File: src/rtl/apu_run_ctrl_pkg.sv
// Shared definitions for the APU run/halt sequencer: state encodings and counter sizing.
package apu_run_ctrl_pkg;

    // Status-register encoding, also decoded by the IPC register block.
    localparam logic [2:0] ST_OFF     = 3'd0;
    localparam logic [2:0] ST_RESET   = 3'd1;
    localparam logic [2:0] ST_RUN     = 3'd2;
    localparam logic [2:0] ST_HALTING = 3'd3;

    function automatic int unsigned cnt_width(input int unsigned a, input int unsigned b);
        return $clog2(((a > b) ? a : b) + 1);
    endfunction

endpackage

File: src/rtl/apu_run_cnt.sv
// Loadable down-counter shared by the reset-hold and halt-timeout phases.
module apu_run_cnt #(
    parameter int unsigned W_CNT = 4
) (
    input  logic             clk,
    input  logic             rst_n,
    input  logic             load,
    input  logic [W_CNT-1:0] load_val,
    input  logic             dec_en,
    output logic             zero
);

    logic [W_CNT-1:0] cnt_q;
    logic [W_CNT-1:0] cnt_d;

    always_comb begin
        cnt_d = cnt_q;
        if (load) begin
            cnt_d = load_val;
        end else if (dec_en && (cnt_q != '0)) begin
            cnt_d = cnt_q - W_CNT'(1);
        end
    end

    always_ff @(posedge clk or negedge rst_n) begin
        if (!rst_n) begin
            cnt_q <= '0;
        end else begin
            cnt_q <= cnt_d;
        end
    end

    assign zero = (cnt_q == '0);

endmodule

File: src/rtl/apu_run_ctrl.sv
// APU run/halt sequencer: clock enable, timed reset, run, cooperative halt with timeout.
module apu_run_ctrl
    import apu_run_ctrl_pkg::*;
#(
    parameter int unsigned RESET_CYCLES = 16,
    parameter int unsigned HALT_TIMEOUT = 1024,
    parameter int unsigned W_CNT        = cnt_width(RESET_CYCLES, HALT_TIMEOUT)
) (
    input  logic       clk,
    input  logic       rst_n,
    input  logic       start_req,
    input  logic       stop_req,
    input  logic       timeout_clr,
    input  logic       apu_halted,
    input  logic       apu_bus_idle,
    input  logic [1:0] softirq_in,
    output logic       apu_clken,
    output logic       apu_rst_n_o,
    output logic       apu_halt_req,
    output logic [1:0] apu_softirq,
    output logic [2:0] state_o,
    output logic       timeout_flag
);

    localparam logic [W_CNT-1:0] RST_LOAD  = W_CNT'(RESET_CYCLES - 1);
    localparam logic [W_CNT-1:0] HALT_LOAD = W_CNT'(HALT_TIMEOUT - 1);

    logic [2:0]       state_q, state_d;
    logic             pending_q, pending_d;
    logic             flag_q, flag_d;
    logic             clken_q, clken_d;
    logic             rstn_q, rstn_d;
    logic             halt_q, halt_d;
    logic             cnt_load, cnt_dec, cnt_zero;
    logic [W_CNT-1:0] cnt_load_val;
    logic             halt_done, forced;

    apu_run_cnt #(.W_CNT(W_CNT)) u_cnt (
        .clk      (clk),
        .rst_n    (rst_n),
        .load     (cnt_load),
        .load_val (cnt_load_val),
        .dec_en   (cnt_dec),
        .zero     (cnt_zero)
    );

    always_comb begin
        state_d      = state_q;
        pending_d    = pending_q;
        flag_d       = flag_q;
        cnt_load     = 1'b0;
        cnt_load_val = '0;
        cnt_dec      = 1'b0;
        forced       = 1'b0;
        halt_done    = apu_halted && apu_bus_idle;

        case (state_q)
            ST_OFF: begin
                if (stop_req) begin
                    pending_d = 1'b0;
                end else if (start_req) begin
                    state_d      = ST_RESET;
                    cnt_load     = 1'b1;
                    cnt_load_val = RST_LOAD;
                end
            end
            ST_RESET: begin
                if (stop_req) begin
                    state_d = ST_OFF;
                end else if (cnt_zero) begin
                    state_d = ST_RUN;
                end else begin
                    cnt_dec = 1'b1;
                end
            end
            ST_RUN: begin
                if (stop_req) begin
                    state_d      = ST_HALTING;
                    cnt_load     = 1'b1;
                    cnt_load_val = HALT_LOAD;
                end
            end
            ST_HALTING: begin
                if (stop_req) begin
                    pending_d = 1'b0;
                end else if (start_req) begin
                    pending_d = 1'b1;
                end
                // Exit decision uses the pending value updated this cycle, so a start
                // on the exit cycle itself still restarts.
                if (halt_done || cnt_zero) begin
                    forced = !halt_done;
                    if (pending_d) begin
                        state_d      = ST_RESET;
                        cnt_load     = 1'b1;
                        cnt_load_val = RST_LOAD;
                        pending_d    = 1'b0;
                    end else begin
                        state_d = ST_OFF;
                    end
                end else begin
                    cnt_dec = 1'b1;
                end
            end
            default: begin
                state_d   = ST_OFF;
                pending_d = 1'b0;
            end
        endcase

        if (forced) begin
            flag_d = 1'b1;
        end else if (timeout_clr) begin
            flag_d = 1'b0;
        end

        clken_d = (state_d != ST_OFF);
        rstn_d  = (state_d == ST_RUN) || (state_d == ST_HALTING);
        halt_d  = (state_d == ST_HALTING);
    end

    always_ff @(posedge clk or negedge rst_n) begin
        if (!rst_n) begin
            state_q   <= ST_OFF;
            pending_q <= 1'b0;
            flag_q    <= 1'b0;
            clken_q   <= 1'b0;
            rstn_q    <= 1'b0;
            halt_q    <= 1'b0;
        end else begin
            state_q   <= state_d;
            pending_q <= pending_d;
            flag_q    <= flag_d;
            clken_q   <= clken_d;
            rstn_q    <= rstn_d;
            halt_q    <= halt_d;
        end
    end

    assign apu_clken    = clken_q;
    assign apu_rst_n_o  = rstn_q;
    assign apu_halt_req = halt_q;
    assign state_o      = state_q;
    assign timeout_flag = flag_q;
    assign apu_softirq  = softirq_in & {2{state_q == ST_RUN}};

endmodule

File: config.mk
export PLATFORM = sky130hd
export DESIGN_NAME = apu_run_ctrl
export DESIGN_NICKNAME = d
export VERILOG_FILES = /design/src/rtl/apu_run_ctrl_pkg.sv /design/src/rtl/apu_run_cnt.sv /design/src/rtl/apu_run_ctrl.sv
export SDC_FILE = /design/constraint.sdc
export NUM_CORES = 1
export LEC_CHECK = 0
export ABC_AREA = 1
export CORE_MARGIN = 2
export CORE_UTILIZATION = 55
export DETAILED_ROUTE_END_ITERATION = 12
export PLACE_DENSITY = 0.8
export SYNTH_ARGS = -nofsm -noshare
export SYNTH_HDL_FRONTEND = slang
export SYNTH_HIERARCHICAL = 1
export SYNTH_SLANG_ARGS = --single-unit
File: constraint.sdc
create_clock -name clk -period 5.6 [get_ports clk]
set_input_delay 1.4 -clock clk [delete_from_list [all_inputs] [get_ports clk]]
set_output_delay 1.4 -clock clk [all_outputs]
set_load 0.01 [all_outputs]
* Word level (Yosys, flattened, before mapping)
Cells that the tools add are included.
** Operators by class
- Add/sub/neg operators :: 1
- Multiply operators :: 0
- Divide/modulo/power cells :: 0
- Order comparisons :: 0
- Equal/unequal tests :: 6
- Shift-type cells :: 0
- Muxes and demuxes :: 36
- Bitwise gates (word level) :: 2
- Reduce and logical (&&, ||, !) cells :: 13
** Operators by type and width (number)
- one-hot mux 10 bit (3 select lines) :: 1
- 2-to-1 mux 11 bit :: 2
- 2-to-1 mux 1 bit :: 18
- 2-to-1 mux 3 bit :: 6
- 2-to-1 mux 4 bit :: 4
- equality test 3 x 2 -> 1 bit (second input constant) :: 4
- one-hot mux 3 bit (4 select lines) :: 1
- zero test 11 bit :: 1
- nonzero test 11 bit :: 1
- subtractor 11 x 1 -> 11 bit (second input constant) :: 1
- 2-to-1 mux 10 bit :: 1
- one-hot mux 1 bit (3 select lines) :: 2
- nonzero test 2 bit :: 2
- equality test 3 x 1 -> 1 bit (second input constant) :: 1
- zero test 3 bit :: 1
- nonzero test 3 bit :: 1
- AND 2 bit :: 1
- logical AND 1 bit :: 2
- logical OR 1 bit :: 2
- inequality test 2 bit (second input constant) :: 1
- one-hot mux 1 bit (2 select lines) :: 1
- AND reduction 2 bit :: 1
- OR reduction 2 bit :: 1
- zero test 1 bit :: 1
- inverter 1 bit :: 1
** Storage, ports and cells
- Flip-flop bits (word level) :: 19
- Bits in latches :: 0
- Memory bits (writable) :: 0
- Memory bits (read-only) :: 0
- Output and inout port bits :: 9
- Memories :: 0

* Longest topological paths before layout
Gate-level depths: netlist of run 1.
- Word-level depth :: 8
- Gate-level depth with buffers :: 15
- Depth with buffers taken out :: 15

* Cells and area by module
Netlist of run 1, hierarchy kept.
** By module, submodules not included
- apu_run_cnt :: instances 1, cells each 139, area an instance 879.6 um^2, seq. area each 275.3 um^2
- apu_run_ctrl :: instances 1, cells each 56, area an instance 444.2 um^2, seq. area each 200.2 um^2

* Worst setup path after synthesis of run 1
No wires, ideal clock.
- Path kind :: input to output
- Start point :: in softirq_in[0]
- End point :: out apu_softirq[0]
- Arrival :: 1.591 ns
- Required time :: 4.200 ns
- Setup slack :: 2.609 ns
- Stages :: 2
- Buffers on the path :: 0
- Cells stage by stage :: inv_1 -> nor2_1
** On the way
- Word-level cells in the longest chain between the ends :: 1
** Ends and longest elaborated chain
- from (decl) :: RTL line apu_run_ctrl.sv:16 : input logic [1:0] softirq_in,
- AND 2 bit :: RTL line apu_run_ctrl.sv:145 : assign apu_softirq = softirq_in & {2{state_q == ST_RUN}};
- to (decl) :: RTL line apu_run_ctrl.sv:20 : output logic [1:0] apu_softirq,
Every way passes these cells.

* Final worst setup path of run 1
Same ends and word-level chain as after synthesis.

==> results by group, run 1 <==
Status
  • Outcome: completed

STA
  • Setup_tns: 0 ns
  • Post-route minimum period: 3.93 ns
  • Fin crit share: 70.2%
  • Hold Fails Final Rpt: 0
  • Worst slew pin tran: 0.859 ns
  • Fin Hold WS: 0.498 ns
  • Post-route setup slack: 1.67 ns
  • Worst relative slew slack: 42.6%
  • RSZ-0062 raised after global routing: no
  • Slew Limit Fails: 0
  • Final setup violation count: 0
  • Setup Skew: 0.0128 ns
  • Peak Freq: 254 MHz

Detailed routing
  • Post-Route WL: 2810 microns
  • Via/cell ratio: 5.20
  • Drt initial violations: 58
  • DRC: 0
  • Vias post-DR: 1,263
  • Antenna-violating nets left: 0
  • WL/cell: 11.6 microns
  • First-pass DRT Iterations: 4

Setup path
  • Biggest cell delay along the critical path: 0.55 ns
  • Worst path depth: 4
  • Startpoint types: primary input
  • Slowest-stage cell, CP: clkdlybuf4s50_1
  • CP arrival: 2.53 ns
  • WP data required: 4.20 ns
  • Setup crit end kind: output pin
  • Top cell family by delay on the critical path: buffers and inverters
  • Crit path max fanout: 1
  • Crit path cell chain: clkdlybuf4s50_1 -> inv_1 -> nor2_1 -> clkdlybuf4s50_1
  • Critical setup path kind: primary input to output pin
  • Buf/Inv on CP: 3
  • Most common cell on crit path: clkdlybuf4s50_1
  • Reg-to-reg slack, setup: 3.05 ns
  • R2R cell count: 14

Power and ir drop
  • Power Dens Cells: 347 nW/um^2
  • Max IR drop VDD: 284 uV
  • Design Power: 0.000537 W
  • Pleak: 0.817 nW

Clock network
  • Worst skew pair latency: 0.30 ns
  • Clock transition at path regs: 0.10 ns
  • H-tree levels: 1
  • Total CTS buffers: 3
  • Clk sink count: 19
  • Hold Buf Count CTS: 0
  • TritonCTS clock tree: done
  • Resized Gates After CTS: 0
  • CTS max path bufs: 2
  • Postcts setup bufs: 0
  • Root buffer selected by CTS: clkbuf_4

GRT
  • Largest net degree at the start of global routing: 20
  • First-pass GRT wire length: 4930 microns
  • Initial antenna violation count: 0
  • Gr usage total: 23.5%
  • Number of global-route vias before repair: 1,162
  • Gr ovfl total: 0

Synthesis
  • Warnings from Yosys: 6
  • Post-synth EDFFs: 0
  • Netlist cell types: 25
  • Yosys reg bits: 19
  • Mapped Cells: 195
  • Ys async rst share: 100%
  • Top-count cell post-synth: nand2_1
  • Syn avg cell area: 6.79 sq um
  • Ys flop type: dfrtp_1
  • Ranking of synthesized cells by instance count: nand2_1, inv_1, nor2_1
  • Synth Cell Area: 1320 sq um
  • Synth top area cells: dfrtp_1, nand2_1, inv_1
  • Post-synth top area share: 35.9%
  • Share of the yosys chip area belonging to registers: 35.9%
  • Dominant cell type by area after synthesis: dfrtp_1

Hold path
  • Hold path depth: 2
  • Worst hold path class: flip-flop to flip-flop

Place
  • IO buf count: 17
  • RePlAce Congestion: 0.900
  • Placed cell area: 1520 sq um
  • Post-placement setup slack: 1.67 ns
  • Post-DP HPWL: 2190 microns

Layout
  • Nets: 226
  • Share of cells above drive strength 1: 14.4%
  • P&R area growth vs syn: 16.9%
  • Number of diodes: 0
  • Fin area: 1550 sq um

Floorplanning
  • Starting Density: 58.7%
  • Die X: 53.1 microns
  • Core area: 2250 sq um
  • Die Area: 2820 sq um
  • FP Rows: 17
  • Die Y: 53.1 microns
  • Top Ports: 18

Job
  • MaxCap Viol Count: 0
[per-layer routing]
layer	global-route usage [%]	vias up	wire [microns]
li1	-	637	-
met1	30.5	584	1260
met2	41.0	38	1340
met3	3.95	4	186
met4	4.70	0	25
met5	0	-	0
[worst reg2reg max path: cells and delay by family, from the launching register on]
family                   cells  cell delay (ns)
flip-flops                   1             0.40
AND/OR/NAND/NOR              5             0.70
buffers and inverters        6             0.91
adder cells (fa/ha/maj)      1             0.27
AO/OA/AOI/OAI                2             0.18
[final timing paths]
kind                                start         endpoint
min                             pending_q        pending_q
max reg2reg                u_cnt/cnt_q[0]   u_cnt/cnt_q[3]
min in group asynchronous           rst_n  u_cnt/cnt_q[10]
max in group asynchronous           rst_n       state_o[0]
max                         softirq_in[0]   apu_softirq[0]
min reg2reg                     pending_q        pending_q
[sequential cells by signal (all words and copies together) (netlist names)]
register	cells
u_cnt/cnt_q	11
timeout_flag	1
state_o	3
apu_halt_req	1
apu_rst_n_o	1
pending_q	1
apu_clken	1
[area by class of cell]
class,instances,area (sq um)
Tap cell,28,35.0
Sequential cell,19,475
Clock buffer,4,26.3
Timing Repair Buffer,18,178
Inverter,31,116
Multi-Input combinational cell,143,717
Fill cell,197,707
[stage by stage]
stage          utilization [%]  cells
2_1_floorplan                -    196
3_3_place_gp              67.5    239
3_5_place_dp              67.5    239
4_1_cts                   68.6    243
5_1_grt                   68.6    243
6_report                  68.6    243
[report_power, final]
part           switching [W]  total (W)  leakage [nW]  internal (W)
logic               0.000169   0.000264         0.552     0.0000948
registers          0.0000351   0.000202         0.250      0.000167
clock network      0.0000429  0.0000706        0.0150     0.0000277
total               0.000247   0.000537         0.817      0.000290
[layout by cell type (no fill, tap or decap)]
cell,count
buf_4,1
or2_2,2
clkbuf_4,3
nor3_1,1
nand3b_1,1
a21oi_4,1
o21ai_1,1
inv_2,3
clkbuf_1,1
o21ai_0,9
nand2_4,2
nor2_4,5
dfrtp_1,19
ha_1,1
nand2_2,7
nor2_2,3
nand4_1,2
inv_1,28
nand3_2,1
a31oi_1,1
conb_1,2
a21oi_1,5
clkdlybuf4s50_1,17
nand2_1,55
nor2_1,22
nand3_1,19
o21ai_2,3
[logic make-up (layout without fill, tap and decap cells)]
group / after synthesis / count (layout) / share of synthesized area [%]
and+or+nand+nor: 120 / 120 / 43.3
buffers and inverters: 34 / 53 / 10.2
AOI/OAI and AO/OA: 20 / 20 / 9.36
DFF: 19 / 19 / 35.9
adders and majority gates: 1 / 1 / 0.945
other: 1 / 2 / 0.283
Note: power is estimated with default switching activity, not from simulation.
==> run 2, diff against run 1 <==
- CORE_UTILIZATION: 55 -> 54
- PLACE_DENSITY: 0.8 -> 0.79
- clock period: 5.6 -> 3.7 ns (I/O delays scaled with it)
==> run 2 against run 1 <==
Global-route usage rose by 0.38 points. Critical path type unchanged. Final cell count stayed put. Largest power group unchanged. Clock power grew 52%. Hold slack worse by 0.0055 ns. Clock skew down 0.0067 ns. Non-clock buffer count did not move. Via count is 2.9% higher.
==> results by group, run 2 (synthesized netlist as in run 1, its figures left out) <==
Setup path
  • Critical setup path kind: primary input to output pin
  • Startpoint types: primary input
  • Reg-to-reg slack, setup: 1.14 ns
  • Setup crit end kind: output pin
  • Crit path max fanout: 1
  • WP data required: 2.77 ns
  • CP arrival: 2.05 ns

Layout
  • Number of diodes: 0
  • Nets: 226
  • Share of cells above drive strength 1: 14.9%
  • Fin area: 1550 sq um
  • Largest Register: u_cnt/cnt_q
  • Final Core Density: 68.7%
  • # fillers: 211
  • Most common cell after layout, fill and taps aside: nand2_1
  • Max FFs per register: 11
  • Most frequent cells in the layout: nand2_1, inv_1, nor2_1
  • P&R area growth vs syn: 17.0%

STA
  • Hold Fails Final Rpt: 0
  • Fin Hold WS: 0.493 ns
  • RSZ-0062 raised after global routing: no
  • Fin crit share: 80.5%
  • Post-route minimum period: 2.98 ns
  • Worst relative slew slack: 42.5%
  • Setup Skew: 0.00611 ns
  • Peak Freq: 336 MHz
  • Worst slew pin tran: 0.859 ns
  • Slew Limit Fails: 0
  • Final setup violation count: 0
  • Setup_tns: 0 ns

Detailed routing
  • Met3 wire length: 137 microns
  • WL/cell: 12.0 microns
  • First-pass DRT Iterations: 5
  • Drt initial violations: 44
  • Post-Route WL: 2910 microns
  • Top Metal Used: met4
  • DRC: 0
  • Routed wl met2: 1400 microns
  • Routed metal-1 wire length: 1310 microns
  • Vias post-DR: 1,300
  • Antenna-violating nets left: 0
  • Via/cell ratio: 5.35

Place
  • IO buf count: 17
  • Placed cell area: 1520 sq um
  • Post-DP HPWL: 2260 microns
  • RePlAce Congestion: 0.939

Power and ir drop
  • Design Power: 0.000815 W
  • Sequential power share: 37.7%
  • Max IR drop VDD: 425 uV
  • Power Dens Cells: 526 nW/um^2
  • Switching Share: 46.4%
  • Internal: 0.000436 W
  • Net Switching: 0.000379 W
  • Logic gate share of total power: 49.2%
  • Pleak: 0.820 nW
  • Clock Power Share: 13.1%

Floorplanning
  • Die Area: 2860 sq um
  • Starting Density: 58.7%
  • Die Y: 53.5 microns
  • Top Ports: 18
  • FP Rows: 17
  • Core area: 2250 sq um
  • Die X: 53.5 microns

Clock network
  • Worst skew pair latency: 0.30 ns
  • H-tree levels: 1
  • Postcts setup bufs: 0
  • Resized Gates After CTS: 0
  • Clock transition at path regs: 0.11 ns
  • Hold Buf Count CTS: 0
  • CTS max path bufs: 2
  • Root buffer selected by CTS: clkbuf_4
  • Total CTS buffers: 3
  • TritonCTS clock tree: done
  • Clk sink count: 19

GRT
  • Number of global-route vias before repair: 1,161
  • Largest net degree at the start of global routing: 20
  • Gr ovfl total: 0
  • Gr usage total: 23.9%
  • First-pass GRT wire length: 4980 microns
  • Initial antenna violation count: 0

Status
  • Outcome: completed

Hold path
  • Worst hold path class: flip-flop to flip-flop

Job
  • MaxCap Viol Count: 0
==> run 2: cell count changes in the layout (fill, tap and decap cells not counted) <==
cell	delta
clkinv_2	+1
clkbuf_1	-1
==> run 2: area by class of cell <==
class / count / area [sq um] / share of cell area (%)
multi-input cells: 143 / 717 / 46.3
flip-flops and latches: 19 / 475 / 30.7
repair buffers: 18 / 178 / 11.5
inverters: 31 / 116 / 7.51
well taps: 28 / 35.0 / 2.26
clock buffers: 3 / 22.5 / 1.45
clock inverters: 1 / 5.00 / 0.323
==> run 2: final timing paths <==
check,startpoint,end,cells past startpoint
min in group asynchronous,rst_n,u_cnt/cnt_q[8],1
worst max-delay path,softirq_in[0],apu_softirq[0],4
max in group asynchronous,rst_n,apu_halt_req,1
worst max register to register,u_cnt/cnt_q[0],u_cnt/cnt_q[4],14
worst min-delay path,pending_q,pending_q,2
worst min register to register,pending_q,pending_q,2
==> run 2: per-layer routing <==
metal  vias up  track usage (%)
met4         0             10.3
met5         -                0
met3         8             3.67
met1       605             32.3
li1        648                -
met2        39             37.9
==> run 2: power groups by stage <==
stage                     clock, W  combinational, W  sequential (W)
after global routing      0.000120          0.000455        0.000314
after CTS                 0.000109          0.000399        0.000306
after global placement           0          0.000374        0.000308
after detailed placement         0          0.000394        0.000311
after floorplan                  0          0.000311        0.000299
final                     0.000107          0.000401        0.000307
==> run 2: worst max-delay path: stages <==
cell,delay [ns]
clkdlybuf4s50_1,0.46
inv_1,0.04
nor2_1,0.09
clkdlybuf4s50_1,0.54
==> run 2: stage by stage <==
stage                     instances  setup slack, ns
after floorplan                 196             1.35
after global placement          239            0.737
after detailed placement        239            0.720
after CTS                       243            0.713
after global routing            243            0.673
final                           243            0.723
